### src/rtl/tqvp_ofdm_pkg.sv
// Shared encodings for the OFDM constellation mapper: modes, FSM states,
// register addresses, bits-per-symbol lookup and Gray-coded level helpers.
package tqvp_ofdm_pkg;

  typedef enum logic [1:0] {
    MODE_BPSK  = 2'b00,
    MODE_QPSK  = 2'b01,
    MODE_QAM16 = 2'b10,
    MODE_QAM64 = 2'b11
  } mode_e;

  typedef enum logic [1:0] {
    ST_IDLE   = 2'd0,
    ST_RUN    = 2'd1,
    ST_STARVE = 2'd2,
    ST_STALL  = 2'd3
  } state_e;

  localparam logic [3:0] ADDR_CTRL   = 4'h0;
  localparam logic [3:0] ADDR_STATUS = 4'h1;
  localparam logic [3:0] ADDR_DATA   = 4'h2;
  localparam logic [3:0] ADDR_SYM_I  = 4'h3;
  localparam logic [3:0] ADDR_LEVEL  = 4'h4;
  localparam logic [3:0] ADDR_BITCNT = 4'h5;
  localparam logic [3:0] ADDR_SYM_Q  = 4'h6;
  localparam logic [3:0] ADDR_SYM_PK = 4'h7;

  // Only enable, mode and stream-enable are stored; flush is a pulse.
  localparam logic [7:0] CTRL_RW_MASK = 8'h17;

  function automatic logic [2:0] bps_of(mode_e m);
    case (m)
      MODE_BPSK:  return 3'd1;
      MODE_QPSK:  return 3'd2;
      MODE_QAM16: return 3'd4;
      default:    return 3'd6;
    endcase
  endfunction

  function automatic logic signed [3:0] lvl_pm1(logic b);
    return b ? -4'sd1 : 4'sd1;
  endfunction

  function automatic logic signed [3:0] lvl_qam16(logic [1:0] b);
    case (b)
      2'b00:   return -4'sd3;
      2'b01:   return -4'sd1;
      2'b11:   return 4'sd1;
      default: return 4'sd3;
    endcase
  endfunction

  function automatic logic signed [3:0] lvl_qam64(logic [2:0] b);
    case (b)
      3'b000:  return -4'sd7;
      3'b001:  return -4'sd5;
      3'b011:  return -4'sd3;
      3'b010:  return -4'sd1;
      3'b110:  return 4'sd1;
      3'b111:  return 4'sd3;
      3'b101:  return 4'sd5;
      default: return 4'sd7;
    endcase
  endfunction

endpackage

### src/rtl/tqvp_ofdm_sym_fifo.sv
// Symbol FIFO: power-of-two depth, flush overrides push/pop; push when full
// and pop when empty are ignored.
module tqvp_ofdm_sym_fifo #(
  parameter int W     = 8,
  parameter int DEPTH = 8
) (
  input  logic                     clk,
  input  logic                     rst_n,
  input  logic                     i_push,
  input  logic                     i_pop,
  input  logic                     i_flush,
  input  logic [W-1:0]             i_wdata,
  output logic [W-1:0]             o_rdata,
  output logic [$clog2(DEPTH):0]   o_count,
  output logic                     o_full,
  output logic                     o_empty
);

  localparam int AW = $clog2(DEPTH);

  logic [W-1:0]  r_mem [DEPTH];
  logic [AW-1:0] r_wr_ptr;
  logic [AW-1:0] r_rd_ptr;
  logic [AW:0]   r_count;
  logic          w_do_push;
  logic          w_do_pop;

  assign o_full    = (r_count == (AW+1)'(DEPTH));
  assign o_empty   = (r_count == '0);
  assign o_count   = r_count;
  assign o_rdata   = r_mem[r_rd_ptr];
  assign w_do_push = i_push && !o_full && !i_flush;
  assign w_do_pop  = i_pop && !o_empty && !i_flush;

  always_ff @(posedge clk or negedge rst_n) begin
    if (!rst_n) begin
      r_wr_ptr <= '0;
      r_rd_ptr <= '0;
      r_count  <= '0;
    end else if (i_flush) begin
      r_wr_ptr <= '0;
      r_rd_ptr <= '0;
      r_count  <= '0;
    end else begin
      if (w_do_push) r_wr_ptr <= r_wr_ptr + 1'b1;
      if (w_do_pop)  r_rd_ptr <= r_rd_ptr + 1'b1;
      r_count <= r_count + (AW+1)'(w_do_push) - (AW+1)'(w_do_pop);
    end
  end

  always_ff @(posedge clk) begin
    if (w_do_push) r_mem[r_wr_ptr] <= i_wdata;
  end

endmodule

### src/rtl/tqvp_ofdm_mapper.sv
// OFDM constellation mapper peripheral: bytes written to DATA are sliced LSB
// first into BPSK/QPSK/16QAM/64QAM symbols and queued for register readout.
module tqvp_ofdm_mapper
  import tqvp_ofdm_pkg::*;
#(
  parameter int COMP_W     = 4,
  parameter int FIFO_DEPTH = 8
) (
  input  logic       clk,
  input  logic       rst_n,
  input  logic [7:0] ui_in,
  output logic [7:0] uo_out,
  input  logic [3:0] address,
  input  logic       data_write,
  input  logic [7:0] data_in,
  output logic [7:0] data_out
);

  localparam int CW = $clog2(FIFO_DEPTH) + 1;
  localparam int SW = 2 * COMP_W;

  logic [7:0]  r_ctrl;
  logic        r_ovf, r_udf;
  logic [15:0] r_bitbuf;
  logic [4:0]  r_bitcnt;
  state_e      r_state, w_state_next;

  // Bus: data_write is a one-cycle strobe qualifying address/data_in; every
  // strobe is accepted, reads are purely combinational on address.
  logic w_wr_ctrl, w_wr_status, w_wr_data, w_wr_pop;
  logic w_flush, w_push, w_pop, w_data_acc, w_en_next;
  mode_e w_mode, w_mode_next;
  logic [4:0] w_bps, w_bps_next, w_consume, w_rem, w_bitcnt_next;
  logic [15:0] w_buf_next;
  logic signed [3:0] w_lvl_i, w_lvl_q;
  logic [SW-1:0] w_sym, w_head;
  logic signed [COMP_W-1:0] w_head_i, w_head_q;
  logic [CW-1:0] w_count, w_count_next;
  logic w_full, w_empty, w_full_next;
  logic [7:0] w_sym_pk;
  logic w_unused_ok;

  assign w_unused_ok = ^ui_in;

  assign w_wr_ctrl   = data_write && (address == ADDR_CTRL);
  assign w_wr_status = data_write && (address == ADDR_STATUS);
  assign w_wr_data   = data_write && (address == ADDR_DATA);
  assign w_wr_pop    = data_write && (address == ADDR_SYM_I);
  assign w_flush     = w_wr_ctrl && data_in[3];
  assign w_mode      = mode_e'(r_ctrl[2:1]);
  assign w_bps       = {2'b00, bps_of(w_mode)};
  assign w_push      = (r_state == ST_RUN) && !w_flush;
  assign w_pop       = w_wr_pop && !w_empty && !w_flush;
  assign w_data_acc  = w_wr_data && (r_bitcnt <= 5'd8) && !w_flush;

  always_comb begin
    w_lvl_i = 4'sd0;
    w_lvl_q = 4'sd0;
    case (w_mode)
      MODE_BPSK:  w_lvl_i = lvl_pm1(r_bitbuf[0]);
      MODE_QPSK: begin
        w_lvl_i = lvl_pm1(r_bitbuf[0]);
        w_lvl_q = lvl_pm1(r_bitbuf[1]);
      end
      MODE_QAM16: begin
        w_lvl_i = lvl_qam16(r_bitbuf[1:0]);
        w_lvl_q = lvl_qam16(r_bitbuf[3:2]);
      end
      default: begin
        w_lvl_i = lvl_qam64(r_bitbuf[2:0]);
        w_lvl_q = lvl_qam64(r_bitbuf[5:3]);
      end
    endcase
  end

  assign w_sym = {COMP_W'(w_lvl_q), COMP_W'(w_lvl_i)};

  // Consume first, then append the new byte directly above what remains.
  always_comb begin
    w_consume     = w_push ? w_bps : 5'd0;
    w_rem         = r_bitcnt - w_consume;
    w_buf_next    = r_bitbuf >> w_consume;
    w_bitcnt_next = w_rem;
    if (w_data_acc) begin
      w_buf_next    = w_buf_next | ({8'h00, data_in} << w_rem);
      w_bitcnt_next = w_rem + 5'd8;
    end
    if (w_flush) begin
      w_buf_next    = '0;
      w_bitcnt_next = '0;
    end
  end

  assign w_count_next = w_flush ? '0 : (w_count + CW'(w_push) - CW'(w_pop));
  assign w_full_next  = (w_count_next == CW'(FIFO_DEPTH));

  // State is registered from next-cycle inputs so RUN in a cycle means a push.
  always_comb begin
    w_en_next   = r_ctrl[0];
    w_mode_next = w_mode;
    if (w_wr_ctrl) begin
      w_en_next   = data_in[0];
      w_mode_next = mode_e'(data_in[2:1]);
    end
    w_bps_next   = {2'b00, bps_of(w_mode_next)};
    w_state_next = ST_RUN;
    if (!w_en_next)                       w_state_next = ST_IDLE;
    else if (w_bitcnt_next < w_bps_next)  w_state_next = ST_STARVE;
    else if (w_full_next)                 w_state_next = ST_STALL;
  end

  always_ff @(posedge clk or negedge rst_n) begin
    if (!rst_n) r_state <= ST_IDLE;
    else        r_state <= w_state_next;
  end

  always_ff @(posedge clk or negedge rst_n) begin
    if (!rst_n) begin
      r_ctrl   <= '0;
      r_ovf    <= 1'b0;
      r_udf    <= 1'b0;
      r_bitbuf <= '0;
      r_bitcnt <= '0;
    end else begin
      if (w_wr_ctrl) r_ctrl <= data_in & CTRL_RW_MASK;
      r_bitbuf <= w_buf_next;
      r_bitcnt <= w_bitcnt_next;
      if (w_flush) begin
        r_ovf <= 1'b0;
        r_udf <= 1'b0;
      end else begin
        r_ovf <= (r_ovf && !(w_wr_status && data_in[2])) || (w_wr_data && !w_data_acc);
        r_udf <= (r_udf && !(w_wr_status && data_in[3])) || (w_wr_pop && w_empty);
      end
    end
  end

  tqvp_ofdm_sym_fifo #(.W(SW), .DEPTH(FIFO_DEPTH)) u_fifo (
    .clk     (clk),
    .rst_n   (rst_n),
    .i_push  (w_push),
    .i_pop   (w_pop),
    .i_flush (w_flush),
    .i_wdata (w_sym),
    .o_rdata (w_head),
    .o_count (w_count),
    .o_full  (w_full),
    .o_empty (w_empty)
  );

  assign w_head_i = w_head[COMP_W-1:0];
  assign w_head_q = w_head[SW-1:COMP_W];
  assign w_sym_pk = w_empty ? 8'h00 : {w_head_q[3:0], w_head_i[3:0]};
  assign uo_out   = r_ctrl[4] ? w_sym_pk : 8'h00;

  always_comb begin
    data_out = 8'h00;
    case (address)
      ADDR_CTRL:   data_out = r_ctrl;
      ADDR_STATUS: data_out = {2'b00, r_state, r_udf, r_ovf, w_full, w_empty};
      ADDR_SYM_I:  data_out = w_empty ? 8'h00 : 8'(w_head_i);
      ADDR_LEVEL:  data_out = 8'(w_count);
      ADDR_BITCNT: data_out = {3'b000, r_bitcnt};
      ADDR_SYM_Q:  data_out = w_empty ? 8'h00 : 8'(w_head_q);
      ADDR_SYM_PK: data_out = w_sym_pk;
      default:     data_out = 8'h00;
    endcase
  end

endmodule

### config.mk
export PLATFORM = sky130hd
export DESIGN_NAME = tqvp_ofdm_mapper
export DESIGN_NICKNAME = d
export VERILOG_FILES = /design/src/rtl/tqvp_ofdm_pkg.sv /design/src/rtl/tqvp_ofdm_sym_fifo.sv /design/src/rtl/tqvp_ofdm_mapper.sv
export SDC_FILE = /design/constraint.sdc
export NUM_CORES = 1
export LEC_CHECK = 0
export ABC_CLOCK_PERIOD_IN_PS = 3900
export BUFFER_PORTS_ARGS = -buffer_cell sky130_fd_sc_hd__buf_4
export CELL_PAD_IN_SITES_DETAIL_PLACEMENT = 1
export CELL_PAD_IN_SITES_GLOBAL_PLACEMENT = 2
export CORE_UTILIZATION = 41
export CTS_CLUSTER_SIZE = 10
export DETAILED_ROUTE_END_ITERATION = 16
export MAX_ROUTING_LAYER = met4
export PLACE_DENSITY_LB_ADDON = 0.2
export SYNTH_ARGS = -nofsm -noshare
export SYNTH_HDL_FRONTEND = slang
export SYNTH_SLANG_ARGS = --single-unit
export TNS_END_PERCENT = 10
### constraint.sdc
create_clock -name clk -period 3.9 [get_ports clk]
set_input_delay 1.17 -clock clk [delete_from_list [all_inputs] [get_ports clk]]
set_output_delay 1.17 -clock clk [all_outputs]
set_load 0.01 [all_outputs]
==> results of run 1 <==
[final cells by class]
type	instances	area [um2]
clock buffer	9	225
clock inverter	7	93.8
fill	1516	7020
inverter	29	109
multi-input combinational	375	3060
sequential	95	2660
tap	180	225
timing repair buffer	78	598
[logic make-up after synthesis]
| kind of cell | count (synthesis) | share of synthesized area, % |
|---|---|---|
| multiplexers | 62 | 16.5 |
| buffers and inverters | 61 | 4.75 |
| AO/OA/AOI/OAI | 105 | 11.9 |
| adder cells (fa/ha/maj) | 25 | 5.66 |
| AND/OR/NAND/NOR | 173 | 14.9 |
| flip-flops | 95 | 44.8 |
| XOR/XNOR | 10 | 1.48 |
[how the worst max path moves through the flow]
stage | startpoint | endpoint | slack [ns] | cells after the start
3_3_place_gp | data_in[3] | r_bitbuf[11]$_DFF_PN0_ | -0.04 | 12
5_1_grt | u_fifo.r_rd_ptr[0]$_DFFE_PN0P_ | data_out[3] | 0.04 | 6
6_report | u_fifo.r_rd_ptr[0]$_DFFE_PN0P_ | data_out[1] | 0.16 | 7
3_5_place_dp | data_in[3] | r_bitbuf[11]$_DFF_PN0_ | -0.04 | 12
2_1_floorplan | address[2] | r_state[0]$_DFF_PN0_ | -0.01 | 16
4_1_cts | u_fifo.r_rd_ptr[0]$_DFFE_PN0P_ | data_out[4] | 0.03 | 6
[worst register-to-register path, cell delays in order (launching register included)]
cell and delay, ns:
dfrtp_1 0.38, inv_1 0.12, ha_1 0.18, or3b_2 0.54, and4_1 0.25, ha_1 0.27, inv_1 0.04, ha_1 0.20
fa_1 0.39, xor2_1 0.17, nor4_1 0.18, nand3_1 0.14, o41ai_2 0.07
[cells in the final DEF, fill, tap and decap left out, types with 17 or more instances in the layout]
master and n:
nor2_1 38, o21ai_0 25, nand2_1 53, inv_1 28, dfrtp_1 38, buf_4 77, a21oi_1 17, edfxtp_1 56
ha_1 19, mux2i_1 27
[layer usage]
layer,GRT usage [%],vias to the layer above,wire (um)
li1,-,2122,-
met1,33.4,2276,7910
met2,38.7,83,8070
met3,3.67,24,579
met4,8.31,0,344
met5,-,-,0
[stage by stage]
step / hold slack (ns) / area [um2] / TNS [ns]
finish: 0.506 / 6970 / 0
global route: 0.535 / 6970 / 0
CTS: 0.506 / 6970 / 0
detailed placement: 0.487 / 6650 / -0.0419
global placement: 0.478 / 6650 / -0.0388
floorplan: 0.452 / 6040 / -0.0185
[where the power goes]
group / internal [mW] / leakage (nW) / switching, mW / total, mW
clock: 0.520 / 0.155 / 0.427 / 0.947
sequential: 1.41 / 0.995 / 0.257 / 1.67
combinational: 1.45 / 1.66 / 1.70 / 3.14
total: 3.38 / 2.81 / 2.38 / 5.76
[flip-flops by register name, summed over array words and instances, names as in the netlist]
register	cells
r_ctrl	4
u_fifo.r_mem	56
u_fifo.o_count	4
r_bitcnt	5
r_udf	1
u_fifo.r_wr_ptr	3
r_ovf	1
u_fifo.r_rd_ptr	3
r_bitbuf	16
r_state	2
[timing repair]
action / in CTS / in global routing
setup endpoints to repair: 0 / 3
hold buffers: 0 / 0
gates resized for setup: 0 / 1
==> impl_metrics.csv, run 1 <==
group,metric,value,unit
logic_synthesis,ys_async_sr_fraction,41.1,%
worst_setup_path,crit_top_cell,"buf_4",
clock_network,cts_num_sinks,95,
floorplan,die_h,122,um
worst_setup_path,cp-start-kind,"flip-flop",
floorplan,num_rows,43,
final_layout,area_growth,17.5,%
placement,gp_congestion,0.854,
worst_setup_path,r2r-end,"r_state[1]$_DFF_PN0_",
min_path,hold_class,"reg -> reg",
floorplan,start_util,42.4,%
clock_network,cts_tree,"done",
clock_network,htree_levels,3,
power,peakVddDrop,0.266,mV
route,viasPerCell,5.83,
sta,slew_headroom,30.1,%
global_route,overflow,0,
floorplan,fp.coreArea,14000,um2
sta,final-setup-viol-count,0,
sta,finClkSkew,0.00967,ns
min_path,holdPathStages,2,
sta,drv_slew,0,
sta,min_period_over_period,95.9,%
worst_setup_path,crit_fanout,9,
logic_synthesis,yosys.cell_count.top_type,"edfxtp_1",
final_layout,finalNonFillerCells,773,
sta,rsz0062_at_grt,"no",
worst_setup_path,cpPeakStageDelay,0.50,ns
sta,worstMarginPinSlew,1.04,ns
global_route,grt_pass1_wl,26600,um
worst_setup_path,r2r_start,"u_fifo.o_count[2]$_DFF_PN0_",
logic_synthesis,yosys_warnings,0,
logic_synthesis,ys_ff_latch,95,
worst_setup_path,ff2ff_path_depth,12,
logic_synthesis,syn-cell-area,5930,um2
logic_synthesis,synth_top_area_cell,"edfxtp_1",
route,wl,16900,um
route,drt_iter0_drc,240,
min_path,hp-start,"r_ovf$_DFF_PN0_",
route,drc_errors,0,
sta,hold_viol_final,0,
logic_synthesis,synth_fp_nets,579,
logic_synthesis,yosysUniqueCellTypes,69,
worst_setup_path,cp_top_family,"simple AND/OR/NAND/NOR gates",
final_layout,n_antenna_cell,0,
global_route,antenna_found_initial,0,
floorplan,die_x,122,um
run_status,outcome,"finished clean",
placement,hpwl,12400,um
logic_synthesis,ys.flop_type,"edfxtp_1",
final_layout,drive_gt1_share,23.8,%
route,ant_nets,0,
worst_setup_path,cp_cell_sequence,"buf_4, mux4_1, mux2i_1, or2_2, or3_1, a31oi_1, buf_4",
placement,port_buffers,30,
global_route,grt_max_degree,40,
global_route,grt_pass1_vias,4741,
clock_network,clk_latency,0.35,ns
placement,preCtsSetupSlack,-0.0419,ns
worst_setup_path,crit_required,2.73,ns
worst_setup_path,critPathArrivalTime,2.57,ns
clock_network,path_clk_slew,0.08,ns
sta,min_period,3.74,ns
route,drt-wirelength-per-cell,21.9,um
worst_setup_path,worstSetupPathType,"reg -> out",
clock_network,root_buffer,"clkbuf_16",
worst_setup_path,r2r_slack,0.88,ns
logic_synthesis,netlist_instances,531,
route,num_vias,4505,
floorplan,dieArea,14900,um2
placement,dp_cells,757,
power,leakage,2.81,nW
final_layout,final_nets,636,
final_layout,finish.utilization,49.8,%
worst_setup_path,cp-end-kind,"output port",
logic_synthesis,synth.top_cells.by_area,"edfxtp_1 (28%), dfrtp_1 (16%), mux4_1 (6.2%), ha_1 (4.6%), mux2i_1 (4.6%)",
worst_setup_path,worst-path-buf-inv,2,
clock_network,clk_path_buf_depth,2,
logic_synthesis,synth-edff-count,56,
logic_synthesis,seq_area_frac_synth,44.8,%
clock_network,cts_setup_buffers,0,
logic_synthesis,syn_avg_cell_area,11.2,um2
clock_network,cts_made_buffers,9,
logic_synthesis,synth_top_area_share,28.4,%
power,power.density,826,nW/um2
logic_synthesis,synthTopCellsByCount,"edfxtp_1 (56), nand2_1 (53), nor2_1 (40)",
floorplan,io_pins,39,
global_route,grt_use_total,24.9,%
power,total_power,5.76,mW
flow_run,drv_cap,0,
sta,clock.fmax,0.267,GHz
min_path,worstHoldEndpoint,"r_ovf$_DFF_PN0_",
sta,fin_ws,0.158,ns
worst_setup_path,cp_slowest_cell,"dfrtp_2",
route,drt_pass1_iterations,4,
Power figures use the tool's default switching activity.
==> run 2, diff against run 1 <==
- CORE_UTILIZATION: 41 -> 43
- CTS_BUF_LIST: not set -> sky130_fd_sc_hd__clkbuf_4
==> impl_metrics.csv, run 2 (synthesized netlist as in run 1, its figures left out) <==
group,metric,value,unit
floorplan,dieArea,14300,um2
worst_setup_path,cp-end-kind,"output port",
final_layout,final_area,6840,um2
final_layout,area_growth,15.4,%
floorplan,fp.coreArea,13300,um2
power,p_int,3.10,mW
route,drt-wirelength-per-cell,21.8,um
worst_setup_path,r2r_slack,0.77,ns
floorplan,start_util,44.4,%
final_layout,largestRegisters,"u_fifo.r_mem: 56 flops, r_bitbuf: 16 flops, r_bitcnt: 5 flops",
power,p_sw,2.37,mW
worst_setup_path,cpPeakStageDelay,0.50,ns
worst_setup_path,cp_cell_sequence,"buf_6, mux4_1, mux2i_1, or2_2, or3_1, a31oi_1, buf_4",
sta,min_period,3.81,ns
clock_network,cts_num_sinks,95,
sta,worstMarginPinSlew,1.11,ns
route,drt_pass1_iterations,4,
power,power.density,800,nW/um2
final_layout,fillers,1478,
worst_setup_path,cp_top_family,"simple AND/OR/NAND/NOR gates",
power,power_frac_seq,30.5,%
min_path,hold_class,"reg -> reg",
clock_network,clk_latency,0.48,ns
floorplan,io_pins,39,
clock_network,path_clk_slew,0.16,ns
worst_setup_path,critPathArrivalTime,2.64,ns
final_layout,n_antenna_cell,0,
sta,hold_viol_final,0,
floorplan,num_rows,42,
power,peakVddDrop,0.398,mV
worst_setup_path,crit_required,2.73,ns
worst_setup_path,worstSetupPathType,"reg -> out",
worst_setup_path,worst-path-buf-inv,2,
global_route,overflow,0,
worst_setup_path,cp_slowest_cell,"dfrtp_2",
route,ant_nets,0,
power,leakage,2.76,nW
sta,final-setup-viol-count,0,
run_status,outcome,"finished clean",
route,viasPerCell,5.93,
floorplan,die_h,119,um
final_layout,largest_register_ffs,56,
global_route,grt_use_total,25.5,%
route,wl,16800,um
global_route,grt_pass1_vias,4919,
clock_network,cts_made_buffers,9,
clock_network,htree_levels,3,
final_layout,drive_gt1_share,24.2,%
final_layout,largest-register,"u_fifo.r_mem",
route,num_vias,4571,
final_layout,final_common_cell,"buf_4",
final_layout,layout_common_cells,"buf_4 (78), edfxtp_1 (56), nand2_1 (53), nor2_1 (38), dfrtp_1 (38)",
route,drt_iter0_drc,275,
final_layout,final_nets,638,
worst_setup_path,crit_fanout,11,
flow_run,drv_cap,0,
floorplan,die_x,119,um
power,combPwrFrac,58.4,%
sta,drv_slew,0,
worst_setup_path,cp-start-kind,"flip-flop",
global_route,grt_max_degree,40,
power,p_sw_share,43.3,%
sta,fin_tns_setup,0,ns
power,power_frac_clock,11.1,%
global_route,antenna_found_initial,0,
sta,finClkSkew,0.0252,ns
placement,gp_congestion,0.845,
sta,rsz0062_at_grt,"yes",
placement,hpwl,12600,um
clock_network,cts_tree,"done",
clock_network,clk_path_buf_depth,2,
route,drc_errors,0,
sta,clock.fmax,0.263,GHz
sta,slew_headroom,25.4,%
placement,port_buffers,30,
sta,min_period_over_period,97.6,%
global_route,grt_pass1_wl,26500,um
placement,placed_area,6640,um2
clock_network,root_buffer,"clkbuf_4",
run 2: cell count changes in the layout (fill, tap and decap cells not counted), sizes merged:
cell,before,now
buf,78,80
clkinv,0,1
inv,34,33
run 2: worst reg2reg max path, stage by stage, from the launching register on:
cell	delay, ns
dfrtp_1	0.41
inv_1	0.11
ha_1	0.18
or3b_2	0.55
and4_1	0.27
ha_1	0.28
inv_1	0.05
ha_1	0.20
fa_1	0.39
xor2_1	0.17
nor4_1	0.21
nand3_1	0.14
o41ai_2	0.07
run 2: path summary, 6_finish.rpt:
check                                          startpoint                        endpoint  depth (start not counted)
max in group asynchronous                           rst_n  u_fifo.r_rd_ptr[0]$_DFFE_PN0P_                          1
min in group asynchronous                           rst_n          r_bitbuf[11]$_DFF_PN0_                          1
min                                       r_ovf$_DFF_PN0_                 r_ovf$_DFF_PN0_                          2
max                        u_fifo.r_rd_ptr[0]$_DFFE_PN0P_                     data_out[1]                          7
max reg2reg                   u_fifo.o_count[2]$_DFF_PN0_            r_state[1]$_DFF_PN0_                         12
min reg2reg                               r_ovf$_DFF_PN0_                 r_ovf$_DFF_PN0_                          2
run 2: final cells by class:
| cell class | instances | area, um2 | area share, % |
|---|---|---|---|
| inverter | 29 | 109 | 1.59 |
| timing repair buffer | 80 | 617 | 9.02 |
| clock buffer | 9 | 67.6 | 0.988 |
| multi-input combinational | 375 | 3070 | 44.9 |
| tap | 176 | 220 | 3.22 |
| clock inverter | 7 | 96.3 | 1.41 |
| sequential | 95 | 2660 | 38.9 |
run 2: layer usage:
layer | routed length (um) | GRT usage (%) | share of wire (%)
met2 | 8260 | 41.6 | 49
met3 | 619 | 4.02 | 3.7
met5 | 0 | - | 0
met1 | 7600 | 32.5 | 45
met4 | 293 | 8.13 | 1.7
run 2: power by group through the flow:
stage	clock [mW]	sequential, mW	combinational (mW)
6_report	0.607	1.67	3.19
5_1_grt	0.648	1.70	3.49
4_1_cts	0.618	1.67	3.19
3_5_place_dp	0	1.70	3.13
3_3_place_gp	0	1.67	3.00
2_1_floorplan	0	1.56	2.24
run 2: what timing repair did:
| action | CTS | global route |
|---|---|---|
| gates resized for setup | 3 | 3 |
| hold buffers | 0 | 0 |
| setup endpoints to repair | 7 | 6 |
| pin swaps | 0 | 2 |
| gates cloned | 0 | 0 |
| setup buffers | 2 | 1 |
run 2: stage by stage:
stage	power, mW	utilization (%)	setup slack (ns)	hold WS [ns]	instances
after floorplan	3.81	-	-0.00969	0.452	531
after global placement	4.67	49.7	-0.0734	0.474	752
after detailed placement	4.83	49.7	-0.0671	0.486	752
after CTS	5.47	51.1	0.0153	0.521	770
after global routing	5.84	51.2	-0.00536	0.575	771
final	5.47	51.2	0.0930	0.523	771
==> run 3, diff against run 2 <==
- GPL_TIMING_DRIVEN: not set -> 0
==> impl_metrics.csv, run 3 (synthesized netlist as in run 1, its figures left out) <==
group,metric,value,unit
run_status,outcome,"finished clean",
sta,slew_headroom,11.6,%
clock_network,clk_latency,0.46,ns
worst_setup_path,cp-start-kind,"input port",
worst_setup_path,cp.depth,16,
global_route,grt_pass1_wl,26700,um
worst_setup_path,critPathArrivalTime,4.23,ns
floorplan,dieArea,14300,um2
floorplan,io_pins,39,
final_layout,finish.utilization,50.0,%
sta,finClkSkew,0.0184,ns
placement,hpwl,12600,um
route,num_vias,4498,
final_layout,largestRegisters,"u_fifo.r_mem: 56 flops, r_bitbuf: 16 flops, r_bitcnt: 5 flops",
final_layout,largest-register,"u_fifo.r_mem",
worst_setup_path,cp-end-kind,"flip-flop",
final_layout,multiInputGateArea,3120,um2
power,power.density,788,nW/um2
global_route,overflow,0,
sta,final-setup-viol-count,0,
route,drt_iter0_drc,270,
final_layout,layout_common_cells,"edfxtp_1 (56), nand2_1 (52), dfrtp_1 (39), nor2_1 (38), buf_4 (30)",
route,drc_errors,0,
clock_network,cts_setup_buffers,0,
min_path,hold_class,"reg -> reg",
worst_setup_path,crit_required,4.27,ns
clock_network,root_buffer,"clkbuf_4",
clock_network,cts_tree,"done",
sta,min_period_over_period,98.9,%
sta,clock.fmax,0.259,GHz
route,drt-wirelength-per-cell,22.3,um
global_route,grt_pass1_vias,4761,
global_route,grt_use_total,25.8,%
worst_setup_path,worst-path-buf-inv,5,
clock_network,htree_levels,3,
global_route,antenna_found_initial,1,
worst_setup_path,cp_cell_sequence,"buf_4, and3b_2, a21oi_4, inv_2, buf_6, nor2_2, ha_2, inv_2, fa_2, xnor2_4, clkbuf_8, nor2_4, ha_4, a21oi_2, o21ai_2, o31a_1",
placement,gp_congestion,0.872,
placement,placed_area,6490,um2
min_path,holdPathStages,2,
sta,rsz0062_at_grt,"yes",
sta,timing.hold.ws,0.557,ns
worst_setup_path,worstSetupPathType,"in -> reg",
final_layout,final_common_cell,"edfxtp_1",
sta,worstMarginPinSlew,1.32,ns
final_layout,fillers,1454,
worst_setup_path,crit_top_cell,"inv_2",
power,leakage,2.62,nW
final_layout,drive_gt1_share,21.0,%
final_layout,area_growth,12.6,%
floorplan,start_util,44.4,%
route,ant_nets,0,
worst_setup_path,ff2ff_path_depth,14,
clock_network,clk_path_buf_depth,2,
final_layout,final_nets,619,
clock_network,cts_num_sinks,95,
final_layout,area.sequential,2660,um2
floorplan,die_x,119,um
power,peakVddDrop,0.373,mV
worst_setup_path,cp_slowest_cell,"fa_2",
final_layout,largest_register_ffs,56,
worst_setup_path,cpPeakStageDelay,0.46,ns
route,drt_pass1_iterations,4,
global_route,grt_max_degree,40,
worst_setup_path,crit_fanout,10,
flow_run,drv_cap,0,
clock_network,cts_made_buffers,9,
sta,min_period,3.86,ns
placement,port_buffers,28,
sta,drv_slew,0,
floorplan,fp.coreArea,13300,um2
worst_setup_path,cp_top_family,"adder cells",
clock_network,path_clk_slew,0.16,ns
final_layout,final_area,6680,um2
floorplan,num_rows,42,
sta,hold_viol_final,0,
route,viasPerCell,5.97,
floorplan,die_h,119,um
route,wl,16800,um
run 3: cell types whose count changed in the layout (fill, tap and decap cells not counted), sizes merged:
cell and change:
buf -36, inv -1, clkbuf +18, clkinv +2, bufinv -1, diode +1
clkinvlp -1
run 3: metrics by stage:
step | instances | power, mW | setup WS, ns | TNS (ns)
floorplan | 531 | 3.81 | -0.00969 | -0.0185
global placement | 735 | 4.54 | -0.904 | -14.25
detailed placement | 736 | 4.68 | -1.01 | -16.35
CTS | 752 | 5.23 | 0.0137 | 0
global route | 753 | 5.63 | -0.0664 | -0.169
finish | 753 | 5.26 | 0.0434 | 0
run 3: repair_timing:
item                       4_1_cts  5_1_grt
gates resized for setup          6       13
setup endpoints to repair       21       17
hold buffers                     0        0
gates cloned                     0        0
pin swaps                        0        0
run 3: metal layers:
metal | wire, um | track usage, % | vias to the layer above
met3 | 676 | 4.07 | 16
met5 | 0 | - | -
li1 | - | - | 2080
met2 | 8200 | 41.4 | 96
met1 | 7720 | 34.2 | 2306
met4 | 202 | 7.27 | 0
run 3: layout make-up:
type	instances	area share, %
Multi-Input combinational cell	375	46.7
Clock inverter	6	0.806
Buffer	32	3.35
Inverter	29	1.63
Timing Repair Buffer	29	3.26
Clock buffer	10	1.12
Tap cell	176	3.30
Sequential cell	95	39.8
Antenna cell	1	0.0375
run 3: worst min-delay path: stages, from the launching register on:
cell and delay (ns):
dfrtp_1 0.42, nand2_1 0.06, nand2_1 0.06
run 3: final timing paths:
kind / start / to / slack (ns)
max reg2reg: r_ctrl[2]$_DFFE_PN0N_ / r_state[0]$_DFF_PN0_ / 0.39
max in group asynchronous: rst_n / r_bitcnt[1]$_DFF_PN0_ / 2.83
max: data_in[3] / r_state[0]$_DFF_PN0_ / 0.04
min: r_ovf$_DFF_PN0_ / r_ovf$_DFF_PN0_ / 0.56
min in group asynchronous: rst_n / r_bitbuf[15]$_DFF_PN0_ / 0.68
min reg2reg: r_ovf$_DFF_PN0_ / r_ovf$_DFF_PN0_ / 0.56
run 3: report_power, final:
| group | leakage [nW] | switching, mW | total [mW] | internal, mW |
|---|---|---|---|---|
| Combinational | 1.55 | 1.73 | 3.09 | 1.36 |
| Clock | 0.0748 | 0.364 | 0.515 | 0.151 |
| Sequential | 0.996 | 0.240 | 1.65 | 1.41 |
